$ cat config.mk
export PLATFORM = sky130hd
export DESIGN_NAME = fp32_dot_accum
export DESIGN_NICKNAME = d
export VERILOG_FILES = /design/src/rtl/fp32_pkg.sv /design/src/rtl/fp32_lzc24.sv /design/src/rtl/fp32_dot_accum.sv
export SDC_FILE = /design/constraint.sdc
export NUM_CORES = 1
export LEC_CHECK = 0
export ABC_AREA = 1
export CORE_ASPECT_RATIO = 0.8
export CORE_UTILIZATION = 50
export DETAILED_ROUTE_END_ITERATION = 6
export GPL_TIMING_DRIVEN = 0
export PLACE_DENSITY = 0.68
export SYNTH_ARGS = -nofsm -noshare
export SYNTH_HDL_FRONTEND = slang
export SYNTH_HIERARCHICAL = 1
export SYNTH_SLANG_ARGS = --single-unit
$ cat constraint.sdc
create_clock -name clk -period 10.68 [get_ports clk]
set_clock_uncertainty 0.15 [all_clocks]
set_input_delay 2.136 -clock clk [delete_from_list [all_inputs] [get_ports clk]]
set_output_delay 2.136 -clock clk [all_outputs]
set_load 0.05 [all_outputs]
$ cat src/rtl/fp32_pkg.sv
// fp32_pkg
// Shared definitions for the FP32 dot-product accumulator:
//   - FP32 field widths, bias and canonical special encodings
//   - FSM state encoding (IDLE/ALIGN/ADD/NORM/OUT)
//   - fp32_t field view and a small operand classifier
// Numeric policy: denormals flush to zero, no rounding (truncate).
package fp32_pkg;

    localparam int EXP_BIAS = 127;
    localparam int EXP_W    = 8;
    localparam int FRAC_W   = 23;
    localparam int MAN_W    = FRAC_W + 1;

    localparam logic [31:0] QNAN    = 32'h7FC0_0000;
    localparam logic [31:0] POS_INF = 32'h7F80_0000;
    localparam logic [31:0] NEG_INF = 32'hFF80_0000;

    localparam logic [2:0] ST_IDLE  = 3'd0;
    localparam logic [2:0] ST_ALIGN = 3'd1;
    localparam logic [2:0] ST_ADD   = 3'd2;
    localparam logic [2:0] ST_NORM  = 3'd3;
    localparam logic [2:0] ST_OUT   = 3'd4;

    typedef struct packed {
        logic              sign;
        logic [EXP_W-1:0]  exp;
        logic [FRAC_W-1:0] frac;
    } fp32_t;

    typedef struct packed {
        logic is_zero;
        logic is_inf;
        logic is_nan;
    } fp_class_t;

    // exp==0 is treated as zero regardless of frac (denormals flushed).
    function automatic fp_class_t fp_classify(input fp32_t v);
        fp_class_t c;
        c.is_zero = (v.exp == '0);
        c.is_inf  = (v.exp == '1) && (v.frac == '0);
        c.is_nan  = (v.exp == '1) && (v.frac != '0);
        return c;
    endfunction

endpackage

$ cat src/rtl/fp32_lzc24.sv
// fp32_lzc24
// Combinational leading-zero count of a 24-bit mantissa.
// Ports:
//   i_data   in  24  mantissa to examine
//   o_count  out 5   number of leading zeros (24 when i_data is zero)
module fp32_lzc24
    import fp32_pkg::*;
(
    input  logic [MAN_W-1:0] i_data,
    output logic [4:0]       o_count
);

    // Scanning upward lets the highest set bit win the last assignment.
    always_comb begin
        o_count = 5'd24;
        for (int i = 0; i < MAN_W; i++) begin
            if (i_data[i]) begin
                o_count = 5'(MAN_W - 1 - i);
            end
        end
    end

endmodule

$ cat src/rtl/fp32_dot_accum.sv
// fp32_dot_accum
// Sequential FP32 accumulator behind the TF32 multiplier. Accepts one FP32
// product per handshake, runs it through ALIGN -> ADD -> NORM (one term every
// four cycles) and, after NTERMS products, presents the sum with valid/ready.
// Denormals flush to zero; alignment and normalization truncate.
// Ports:
//   clk        in   1   clock, rising edge
//   rst        in   1   asynchronous active-high reset
//   in_valid   in   1   product available
//   in_ready   out  1   high only in IDLE
//   in_data    in   32  FP32 product
//   out_valid  out  1   result available, held until out_ready
//   out_ready  in   1   consumer takes result
//   out_data   out  32  FP32 sum of NTERMS products
// Optional (macro FP32_ACC_FLAGS_EN):
//   out_nan, out_inf, out_uf  out 1 each; sticky over one dot product,
//   valid with out_valid, cleared on result handshake or reset.
module fp32_dot_accum
    import fp32_pkg::*;
#(
    parameter int NTERMS = 4
) (
    input  logic        clk,
    input  logic        rst,
    input  logic        in_valid,
    output logic        in_ready,
    input  logic [31:0] in_data,
    output logic        out_valid,
    input  logic        out_ready,
    output logic [31:0] out_data
`ifdef FP32_ACC_FLAGS_EN
    ,
    output logic        out_nan,
    output logic        out_inf,
    output logic        out_uf
`endif
);

    localparam int               CNT_W    = $clog2(NTERMS + 1);
    localparam logic [CNT_W-1:0] CNT_LAST = CNT_W'(NTERMS);

    // Control state (reset)
    logic [2:0]       r_state;
    logic [CNT_W-1:0] r_count;
    logic [31:0]      r_acc;
    logic             r_out_valid;
    logic [31:0]      r_out_data;

    // Datapath staging (not reset)
    logic [31:0]              r_in_p0;
    logic                     r_spec_p1;
    logic [31:0]              r_spec_val_p1;
    logic                     r_sign_p1;
    logic                     r_sub_p1;
    logic signed [9:0]        r_exp_p1;
    logic [MAN_W-1:0]         r_man_a_p1;
    logic [MAN_W-1:0]         r_man_b_p1;
    logic [MAN_W:0]           r_sum_p2;

    // Saturating pack of a normalized result: overflow -> signed inf,
    // underflow -> signed zero, zero mantissa -> +0.
    function automatic logic [31:0] sat_pack(input logic              sign,
                                             input logic signed [9:0] exp,
                                             input logic [FRAC_W-1:0] frac,
                                             input logic              zero);
        if (zero) begin
            return 32'h0000_0000;
        end else if (exp >= 10'sd255) begin
            return sign ? NEG_INF : POS_INF;
        end else if (exp <= 10'sd0) begin
            return {sign, 31'd0};
        end
        return {sign, exp[EXP_W-1:0], frac};
    endfunction

    assign in_ready  = (r_state == ST_IDLE);
    assign out_valid = r_out_valid;
    assign out_data  = r_out_data;

    // ---- ALIGN: classify, resolve specials, order operands, shift smaller ----
    fp32_t            w_acc;
    fp32_t            w_term;
    fp_class_t        w_acc_cls;
    fp_class_t        w_term_cls;
    logic [30:0]      w_acc_mag;
    logic             w_acc_big;
    fp32_t            w_big;
    fp32_t            w_small;
    logic [EXP_W-1:0] w_exp_diff;
    logic [MAN_W-1:0] w_man_small;
    logic [MAN_W-1:0] w_man_shift;
    logic             w_spec;
    logic [31:0]      w_spec_val;

    assign w_acc  = r_acc;
    assign w_term = r_in_p0;

    always_comb begin
        w_acc_cls  = fp_classify(w_acc);
        w_term_cls = fp_classify(w_term);

        // A zero accumulator must lose the magnitude compare to any live term.
        w_acc_mag  = w_acc_cls.is_zero ? 31'd0 : r_acc[30:0];
        w_acc_big  = (w_acc_mag > r_in_p0[30:0]);
        w_big      = w_acc_big ? w_acc  : w_term;
        w_small    = w_acc_big ? w_term : w_acc;

        // On the non-special path the larger operand is never zero.
        w_exp_diff  = w_big.exp - w_small.exp;
        w_man_small = (w_small.exp == '0) ? '0 : {1'b1, w_small.frac};
        w_man_shift = (w_exp_diff >= 8'd25) ? '0 : (w_man_small >> w_exp_diff);

        w_spec     = 1'b1;
        w_spec_val = r_acc;
        if (w_acc_cls.is_nan || w_term_cls.is_nan ||
            (w_acc_cls.is_inf && w_term_cls.is_inf && (w_acc.sign != w_term.sign))) begin
            w_spec_val = QNAN;
        end else if (w_acc_cls.is_inf) begin
            w_spec_val = r_acc;
        end else if (w_term_cls.is_inf) begin
            w_spec_val = w_term.sign ? NEG_INF : POS_INF;
        end else if (w_term_cls.is_zero) begin
            // Zero term leaves the accumulator (including a -0) untouched.
            w_spec_val = r_acc;
        end else begin
            w_spec = 1'b0;
        end
    end

    // ---- ADD: 25-bit magnitude add or subtract, sign follows A ----
    logic [MAN_W:0] w_sum;

    always_comb begin
        if (r_sub_p1) begin
            w_sum = {1'b0, r_man_a_p1} - {1'b0, r_man_b_p1};
        end else begin
            w_sum = {1'b0, r_man_a_p1} + {1'b0, r_man_b_p1};
        end
    end

    // ---- NORM: carry shift or LZC shift, then saturate and pack ----
    logic [4:0]        w_lz;
    logic signed [9:0] w_norm_exp;
    logic [FRAC_W-1:0] w_norm_frac;
    logic              w_norm_zero;
    logic [31:0]       w_result;
    logic [CNT_W-1:0]  w_cnt_inc;

    fp32_lzc24 u_lzc (
        .i_data  (r_sum_p2[MAN_W-1:0]),
        .o_count (w_lz)
    );

    always_comb begin
        w_norm_zero = (r_sum_p2 == '0);
        if (r_sum_p2[MAN_W]) begin
            w_norm_frac = r_sum_p2[MAN_W-1:1];
            w_norm_exp  = r_exp_p1 + 10'sd1;
        end else begin
            // Shifting only the fraction bits drops the leading one that
            // lands in the hidden-bit position.
            w_norm_frac = r_sum_p2[FRAC_W-1:0] << w_lz;
            w_norm_exp  = r_exp_p1 - $signed({5'd0, w_lz});
        end
        w_result = r_spec_p1 ? r_spec_val_p1
                             : sat_pack(r_sign_p1, w_norm_exp, w_norm_frac, w_norm_zero);
    end

    assign w_cnt_inc = r_count + CNT_W'(1);

    always_ff @(posedge clk or posedge rst) begin
        if (rst) begin
            r_state     <= ST_IDLE;
            r_count     <= '0;
            r_acc       <= '0;
            r_out_valid <= 1'b0;
            r_out_data  <= '0;
        end else begin
            case (r_state)
                ST_IDLE: begin
                    if (in_valid) begin
                        r_state <= ST_ALIGN;
                    end
                end
                ST_ALIGN: r_state <= ST_ADD;
                ST_ADD:   r_state <= ST_NORM;
                ST_NORM: begin
                    r_acc   <= w_result;
                    r_count <= w_cnt_inc;
                    if (w_cnt_inc == CNT_LAST) begin
                        r_state     <= ST_OUT;
                        r_out_valid <= 1'b1;
                        r_out_data  <= w_result;
                    end else begin
                        r_state <= ST_IDLE;
                    end
                end
                ST_OUT: begin
                    if (out_ready) begin
                        r_out_valid <= 1'b0;
                        r_acc       <= '0;
                        r_count     <= '0;
                        r_state     <= ST_IDLE;
                    end
                end
                default: r_state <= ST_IDLE;
            endcase
        end
    end

    always_ff @(posedge clk) begin
        if ((r_state == ST_IDLE) && in_valid) begin
            r_in_p0 <= in_data;
        end
        if (r_state == ST_ALIGN) begin
            r_spec_p1     <= w_spec;
            r_spec_val_p1 <= w_spec_val;
            r_sign_p1     <= w_big.sign;
            r_sub_p1      <= (w_big.sign != w_small.sign);
            r_exp_p1      <= $signed({2'b00, w_big.exp});
            r_man_a_p1    <= {1'b1, w_big.frac};
            r_man_b_p1    <= w_man_shift;
        end
        if (r_state == ST_ADD) begin
            r_sum_p2 <= w_sum;
        end
    end

`ifdef FP32_ACC_FLAGS_EN
    logic r_flag_nan;
    logic r_flag_inf;
    logic r_flag_uf;
    logic w_res_nan;
    logic w_res_inf;
    logic w_res_uf;

    assign w_res_nan = (w_result[30:23] == 8'hFF) && (w_result[22:0] != '0);
    assign w_res_inf = (w_result[30:23] == 8'hFF) && (w_result[22:0] == '0);
    assign w_res_uf  = !r_spec_p1 && !w_norm_zero && (w_norm_exp <= 10'sd0);

    always_ff @(posedge clk or posedge rst) begin
        if (rst) begin
            r_flag_nan <= 1'b0;
            r_flag_inf <= 1'b0;
            r_flag_uf  <= 1'b0;
        end else if (r_state == ST_NORM) begin
            r_flag_nan <= r_flag_nan | w_res_nan;
            r_flag_inf <= r_flag_inf | w_res_inf;
            r_flag_uf  <= r_flag_uf  | w_res_uf;
        end else if ((r_state == ST_OUT) && out_ready) begin
            r_flag_nan <= 1'b0;
            r_flag_inf <= 1'b0;
            r_flag_uf  <= 1'b0;
        end
    end

    assign out_nan = r_flag_nan;
    assign out_inf = r_flag_inf;
    assign out_uf  = r_flag_uf;
`endif

endmodule

Word level (Yosys, flattened, before mapping)

Index checks and enable logic that the tools add are counted.

Magnitude comparators: 4
$add $sub $neg: 6
Muxes and demuxes: 54
Reduce and logical (&&, ||, !) cells: 24
Eq/ne operators: 12
Shifts and indexed selects: 2

Operators by type and width:

| cell                                                             | number |
|---|---|
| 2-to-1 mux 32 bit                                                | 12 |
| 2-to-1 mux 5 bit                                                 | 16 |
| case mux 32 bit (2 select lines)                                 | 1 |
| zero test 23 bit                                                 | 2 |
| nonzero test 23 bit                                              | 2 |
| 2-to-1 mux 4 bit                                                 | 8 |
| > comparator 31 bit                                              | 1 |
| 2-to-1 mux 31 bit                                                | 1 |
| adder 24 x 24 -> 25 bit                                          | 1 |
| zero test 25 bit                                                 | 1 |
| 2-to-1 mux 25 bit                                                | 1 |
| subtractor 24 x 24 -> 25 bit                                     | 1 |
| zero test 8 bit                                                  | 3 |
| 2-to-1 mux 24 bit                                                | 1 |
| right shift 24 x 8 -> 24 bit                                     | 1 |
| 2-to-1 mux 23 bit                                                | 1 |
| left shift 23 x 5 -> 23 bit                                      | 1 |
| == test 8 bit (second input constant)                            | 2 |
| case mux 3 bit (5 select lines)                                  | 1 |
| >= comparator 10 x 9 -> 1 bit (second input constant)            | 1 |
| less-or-equal comparator 10 x 1 -> 1 bit (second input constant) | 1 |
| 2-to-1 mux 10 bit                                                | 1 |
| adder 8 x 1 -> 9 bit (second input constant)                     | 1 |
| 2-to-1 mux 3 bit                                                 | 3 |
| other kinds (19)                                                 | 38 |

Register bits after elaboration: 218
Output and inout port bits: 34
Input bits: 36

Longest topological paths before layout

Gate-level depths: netlist of the first run.

Depth after elaboration: 33
Mapped depth: 45
Gate-level depth less buffers: 44

Modules after synthesis

The synthesis of the first run kept the hierarchy.

Modules (own cells, without submodules):

| module         | times used | area an instance (um^2) | cells each |
|---|---|---|---|
| fp32_dot_accum | 1          | 14766.7                 | 1900 |
| fp32_lzc24     | 1          | 314.1                   | 74 |

Worst setup path before layout of the first run

Ideal clock, no wire load.

Path type: flip-flop to flip-flop
Start: reg r_state[2]
End: reg r_state[1]
Setup slack: 3.253 ns
Data arrival time: 7.176 ns
Library setup time: 0.101 ns
Cell stages (with the launch flop): 3
Required time: 10.429 ns
Period minus slack after synthesis: 7.427 ns
Path through: dfrtp_1 -> nor3_1 -> or2_2

Longest elaborated chain between the ends: 3
Elaborated cells on any way between the ends: 9
Classes of those cells: 6 x eq/ne; 1 x mux; 2 x reduce/logical

Ends and longest elaborated chain:

| element                                          | line                  | text |
|---|---|---|
| start, declared                                  | fp32_dot_accum.sv:43  | `logic [2:0] r_state;` |
| start signal, assigned                           | fp32_dot_accum.sv:173 | `r_state <= ST_IDLE;` |
| start signal, assigned                           | fp32_dot_accum.sv:182 | `r_state <= ST_ALIGN;` |
| start signal, assigned                           | fp32_dot_accum.sv:185 | `ST_ALIGN: r_state <= ST_ADD;` |
| == test 3 bit or zero test 3 bit (tied branches) | fp32_dot_accum.sv:179 | `case (r_state)` |
| != test 2 bit (no line)                          | --                    |  |
| AND reduction 2 bit (no line)                    | --                    |  |

Parallel ways exist; a longest one is shown, timed or not.
A chain may end at the register's enable or synchronous reset.

Worst setup path in the final report of the first run

Start: reg r_sum_p2[1]
End: reg r_out_data[0] (netlist: out_data[0])

Longest elaborated chain between the ends: 31
Elaborated cells on any way between the ends: 37
Classes of those cells: 1 x add/sub; 2 x order compare; 1 x shift; 32 x mux; 1 x reduce/logical

Ends and longest elaborated chain:

| element                                  | line                  | text |
|---|---|---|
| start, declared                          | fp32_dot_accum.sv:58  | `logic [MAN_W:0] r_sum_p2;` |
| start signal, assigned                   | fp32_dot_accum.sv:225 | `r_sum_p2 <= w_sum;` |
| 2-to-1 mux 4 bit (*) (7 in series)       | fp32_lzc24.sv:17      | `if (i_data[i]) begin` |
| 2-to-1 mux 5 bit (*) (16 in series)      | fp32_lzc24.sv:17      |  |
| net w_lz[1]                              | fp32_dot_accum.sv:142 | `logic [4:0] w_lz;` |
| subtractor 8 x 5 -> 9 bit                | fp32_dot_accum.sv:163 | `w_norm_exp = r_exp_p1 - $signed({5'd0, w_lz});` |
| 2-to-1 mux 10 bit                        | fp32_dot_accum.sv:156 | `if (r_sum_p2[MAN_W]) begin` |
| less-or-equal comparator 10 x 1 -> 1 bit | fp32_dot_accum.sv:70  | `end else if (exp <= 10'sd0) begin` |
| 2-to-1 mux 1 bit                         | fp32_dot_accum.sv:70  |  |
| 2-to-1 mux 1 bit                         | fp32_dot_accum.sv:68  | `end else if (exp >= 10'sd255) begin` |
| 2-to-1 mux 1 bit                         | fp32_dot_accum.sv:66  | `if (zero) begin` |
| 2-to-1 mux 32 bit (*)                    | fp32_dot_accum.sv:73  | `return {sign, exp[EXP_W-1:0], frac};` |
| 2-to-1 mux 32 bit (*)                    | fp32_dot_accum.sv:165 | `w_result = r_spec_p1 ? r_spec_val_p1` |
| end signal, assigned                     | fp32_dot_accum.sv:193 | `r_out_data <= w_result;` |
| end, declared                            | fp32_dot_accum.sv:47  | `logic [31:0] r_out_data;` |

Mark *: on every way through the listed nets, which the timed path passes. The rest lies on a longest branch.

==> impl_metrics.yaml, run 1 <==
synth:
  synth_top_area_cell: "edfxtp_1"
  synth_edf_count: 147
  synth-async-reset-ratio: 0.326
  syn_nets: 2076
  yosysWarnings: 6
  synthTopCellsByArea: "edfxtp_1, nand2_1, dfrtp_1"
  syn_avg_cell_area_um2: 7.64
  syn_inst: 1974
  synth_top_area_frac: 0.293
  synth_ff_type: "edfxtp_1"
  yosysUniqueCellTypes: 61
  synth_area_um2: 15100
  ys_seq_area_frac: 0.411
  ys_ff_latch: 218
detailed_routing:
  drt.antenna.violating_nets: 0
  route.detailed.drc: 0
  drt_iter0_drc: 1508
  avgRoutedWirePerCell_um: 19.8
  first_pass_iters: 5
  vias: 14272
  avgViaCountPerCell: 5.70
  routed_wirelength_um: 49500
setup_path:
  reg2reg_to: "out_data[0]"
  critPathMaxStageDelay_ns: 0.60
  critPathBufInv: 8
  ff2ff_path_depth: 32
  cp.arrival_ns: 6.64
  reg2reg_slack_ns: 4.35
  r2r_start: "r_sum_p2[1]"
  critPathKind: "reg2reg"
  worst-endpoint-required_ns: 10.99
  crit_top_cell: "nand2_1"
  slowest_stage: "o21ai_0"
  path_max_fanout: 11
  crit_family: "buffers and inverters"
  critPathCaptureType: "flop"
  critPathLaunchType: "flop"
sta:
  rsz0062_at_grt: "false"
  whs_ns: 0.331
  finalSetupViolCount: 0
  worst_pin_slew_ns: 1.19
  post-route-min-period_ns: 6.33
  hold_viol: 0
  slew_violations: 0
  min_period_over_period: 0.592
  tns_ns: 0
  slew_headroom: 0.206
  clock.fmax_ghz: 0.158
placed_design:
  placed_cells: 2458
  placed_area_um2: 16400
  gp_congestion: 0.988
  dp_hpwl_um: 39500
  io_buffers: 69
clock_tree:
  ctsLongestPathBuffers: 3
  cts.clk_slew.worst_paths_ns: 0.06
  clock-sinks: 218
  cts_hold_buf: 0
  cts_buffers: 25
  htree_levels: 1
  tritoncts: "done"
  clockRootBuffer: "clkbuf_16"
  clkLatencyLatePin_ns: 0.56
  post-cts-setup-buffers: 0
  cts_resized: 0
cells_and_area:
  final_common_cell: "nand2_1"
  fin_cells: 2504
  area_growth_pct: 14.3
  final_cell_mix: "nand2_1, inv_1, o21ai_0, nand3_1, edfxtp_1"
  drive_above_1_share: 0.0582
  nets: 2181
  diodes: 0
  final_cell_area_um2: 17200
floorplanning:
  die_w_um: 196
  io_pins: 70
  num_rows: 56
  start_util: 0.511
  die_area_um2: 30900
  die_height_um: 157
  core_area_um2: 29500
grt:
  grt_max_degree: 72
  grt_usage: 0.321
  grt-ovfl-total: 0
  grt_pass1_vias: 13014
  grt_first_pass_wirelength_um: 74900
  antenna_found_initial: 0
hold_path:
  min_to: "out_data[4]"
  hold_path_class: "reg2reg"
  worstHoldStart: "out_data[4]"
  whs_path_depth: 2
outcome:
  outcome: "complete, no violations"
job:
  drv_cap: 0
[synthesized netlist by cell type (3+ instances only)]
library cell	count
nand2_1	493
inv_1	242
o21ai_0	169
nand3_1	164
edfxtp_1	147
nor2_1	134
a21oi_1	86
dfrtp_1	71
clkbuf_1	70
ha_1	64
xor2_1	41
nand4_1	38
nor3_1	22
nor4_1	22
o22ai_1	19
xnor2_1	17
a31oi_1	13
inv_2	12
nand2_2	11
o211ai_1	10
mux2i_1	8
o21ai_1	8
a21o_1	7
buf_1	7
buf_6	7
nand4_2	7
buf_2	6
nand3_2	6
o221ai_1	6
and3_1	4
clkinv_1	4
o31ai_1	4
a21boi_1	3
a21oi_2	3
a22oi_1	3
nor2_2	3
nor2_4	3
o21a_1	3
o21bai_1	3
or2_2	3
[routing by layer]
metal  wire length [µm]  global-route usage  part of all wire
met5                  0                   0                 0
met4               1140              0.0766             0.023
met3               3950              0.0465             0.080
met2              20900               0.477              0.42
met1              23500               0.487              0.48
[how the worst max path moves through the flow]
stage | endpoint | slack (ns) | start | cells after the start
detailed placement | out_data[0] | 4.62 | r_sum_p2[1] | 32
finish | out_data[0] | 4.35 | r_sum_p2[1] | 32
CTS | out_data[0] | 4.56 | r_sum_p2[1] | 32
global route | r_acc[1] | 3.95 | r_sum_p2[3] | 31
global placement | r_state[1] | 0.69 | r_state[2] | 2
floorplan | r_state[1] | 3.25 | r_state[2] | 2
[flip-flops by register name, summed over array words and instances (netlist names)]
| signal | flops |
|---|---|
| out_data | 32 |
| out_valid | 1 |
| r_acc | 32 |
| r_count | 3 |
| r_exp_p1 | 8 |
| r_in_p0 | 32 |
| r_man_a_p1 | 23 |
| r_man_b_p1 | 24 |
| r_sign_p1 | 1 |
| r_spec_p1 | 1 |
| r_spec_val_p1 | 32 |
| r_state | 3 |
| r_sub_p1 | 1 |
| r_sum_p2 | 25 |
[worst register-to-register path: cells and delay by family (launching register included)]
family                     cells  cell delay, ns
AOI/OAI and AO/OA              7            1.69
xor gates and xnor gates       1            0.26
adders and majority gates      1            0.39
buffers and inverters          8            1.68
DFF                            1            0.50
and+or+nand+nor               15            1.58
[per-stage QoR]
step,utilization,setup WS (ns)
after floorplan,-,3.25
after global placement,0.552,0.692
after detailed placement,0.556,4.62
after CTS,0.585,4.56
after global routing,0.585,3.95
final,0.585,4.35
[final cells by class]
cell class	instances	area [µm²]
multi-input cells	1407	7520
fillers	2787	12300
flip-flops and latches	218	6190
repair buffers	78	792
well taps	406	508
inverters	258	971
plain buffers	91	405
clock buffers	33	718
clock inverters	13	134
[kinds of logic after synthesis]
kind of cell,share of synthesized area
flip-flops,0.411
buffers and inverters,0.0911
multiplexers,0.00531
AO/OA/AOI/OAI,0.134
XOR/XNOR,0.0337
adder cells (fa/ha/maj),0.0558
AND/OR/NAND/NOR,0.270
Power of run 1 is not shown: default switching activity piles up to over one toggle a cycle in this logic, so the estimate is an artifact.
==> inputs of run 2 (changes only) <==
- clock period: 10.68 -> 6.4 ns (I/O delays scaled with it)
==> impl_metrics.yaml, run 2 (synthesis results as in run 1) <==
outcome:
  outcome: "complete, no violations"
placed_design:
  dp_hpwl_um: 39600
  io_buffers: 69
  gp_congestion: 0.997
  detailedPlace.worstSlack_ns: 0.250
detailed_routing:
  vias: 14279
  avgRoutedWirePerCell_um: 19.5
  first_pass_iters: 6
  avgViaCountPerCell: 5.70
  routed_wirelength_um: 48900
  drt_iter0_drc: 1416
  drt.antenna.violating_nets: 0
  route.detailed.drc: 0
sta:
  slew_headroom: 0.220
  rsz0062_at_grt: "false"
  tns_ns: 0
  finalWorstSetupSlack_ns: 0.464
  worst_pin_slew_ns: 1.17
  post-route-min-period_ns: 5.94
  hold_viol: 0
  clock.fmax_ghz: 0.168
  finalSetupViolCount: 0
  slew_violations: 0
  min_period_over_period: 0.927
floorplanning:
  die_w_um: 196
  num_rows: 56
  die_area_um2: 30900
  start_util: 0.511
  die_height_um: 157
  core_area_um2: 29500
  io_pins: 70
setup_path:
  critPathLaunchType: "flop"
  cp.arrival_ns: 6.24
  critPathCaptureType: "flop"
  critPathKind: "reg2reg"
  slowest_stage: "edfxtp_1"
  crit_top_cell: "nand2_1"
  critPathMaxStageDelay_ns: 0.53
  path_max_fanout: 11
  worst-endpoint-required_ns: 6.71
cells_and_area:
  final_cell_mix: "nand2_1, inv_1, nand3_1, o21ai_0, edfxtp_1"
  final_common_cell: "nand2_1"
  drive_above_1_share: 0.0587
  fin_util: 0.588
  nets: 2179
  n_fill_cell: 2761
  area_growth_pct: 15.1
clock_tree:
  post-cts-setup-buffers: 0
  clockRootBuffer: "clkbuf_16"
  ctsLongestPathBuffers: 3
  cts.clk_slew.worst_paths_ns: 0.07
  clock-sinks: 218
  cts_buffers: 24
  tritoncts: "done"
  htree_levels: 1
  clkLatencyLatePin_ns: 0.55
grt:
  grt_first_pass_wirelength_um: 74000
  grt_pass1_vias: 12881
  grt_max_degree: 59
  antenna_found_initial: 2
  grt-ovfl-total: 0
  grt_usage: 0.318
hold_path:
  hold_path_class: "reg2reg"
job:
  drv_cap: 0
## run 2: cell types whose count changed in the layout (fill, tap and decap cells not counted), moves of 2 or more
cell	delta
o21ai_0	-8
diode_2	+2
o21ai_2	+3
clkinv_2	-2
o21ai_1	+5
buf_6	-7
buf_16	+6
## run 2: cell type report
| cell class | count | area, µm² | area share |
|---|---|---|---|
| Clock inverter | 13 | 153 | 0.00879 |
| Multi-Input combinational cell | 1407 | 7540 | 0.435 |
| Timing Repair Buffer | 77 | 891 | 0.0513 |
| Tap cell | 406 | 508 | 0.0293 |
| Sequential cell | 218 | 6190 | 0.357 |
| Clock buffer | 31 | 689 | 0.0397 |
| Buffer | 91 | 407 | 0.0234 |
| Antenna cell | 2 | 5.00 | 0.000288 |
| Inverter | 258 | 971 | 0.0559 |
## run 2: worst max-delay path, delay by kind of cell (launching register included)
| kind | cells | cell delay, ns |
|---|---|---|
| buffers and inverters | 8 | 1.71 |
| AOI/OAI and AO/OA | 8 | 1.57 |
| and+or+nand+nor | 13 | 1.36 |
| DFF | 1 | 0.53 |
| adders and majority gates | 1 | 0.34 |
| xor gates and xnor gates | 1 | 0.22 |
## run 2: stage by stage
step / hold slack (ns) / cells / instance area [µm²]
global placement: 0.316 / 2449 / 16300
CTS: 0.333 / 2501 / 17300
floorplan: 0.327 / 1974 / 15100
detailed placement: 0.317 / 2457 / 16500
finish: 0.324 / 2503 / 17400
global route: 0.356 / 2501 / 17400
## run 2: final timing paths
path | to | cells past startpoint | slack, ns | start
max | r_acc[13] | 31 | 0.46 | r_sum_p2[3]
min | out_data[4] | 2 | 0.32 | out_data[4]
max reg2reg | r_acc[13] | 31 | 0.46 | r_sum_p2[3]
min reg2reg | out_data[4] | 2 | 0.32 | out_data[4]
max in group asynchronous | r_acc[10] | 3 | 4.67 | rst
min in group asynchronous | out_data[26] | 2 | 0.86 | rst
## run 2: layer usage
layer	track usage	share of wire
met1	0.476	0.48
met4	0.0770	0.022
met3	0.0662	0.085
met5	0	0.00027
met2	0.466	0.42
## run 2: what timing repair did
item | in CTS | in global routing
hold buffers | 0 | 0
setup endpoints to repair | 0 | 16
resized for setup | 0 | 12
Power of run 2 is left out for the same reason.
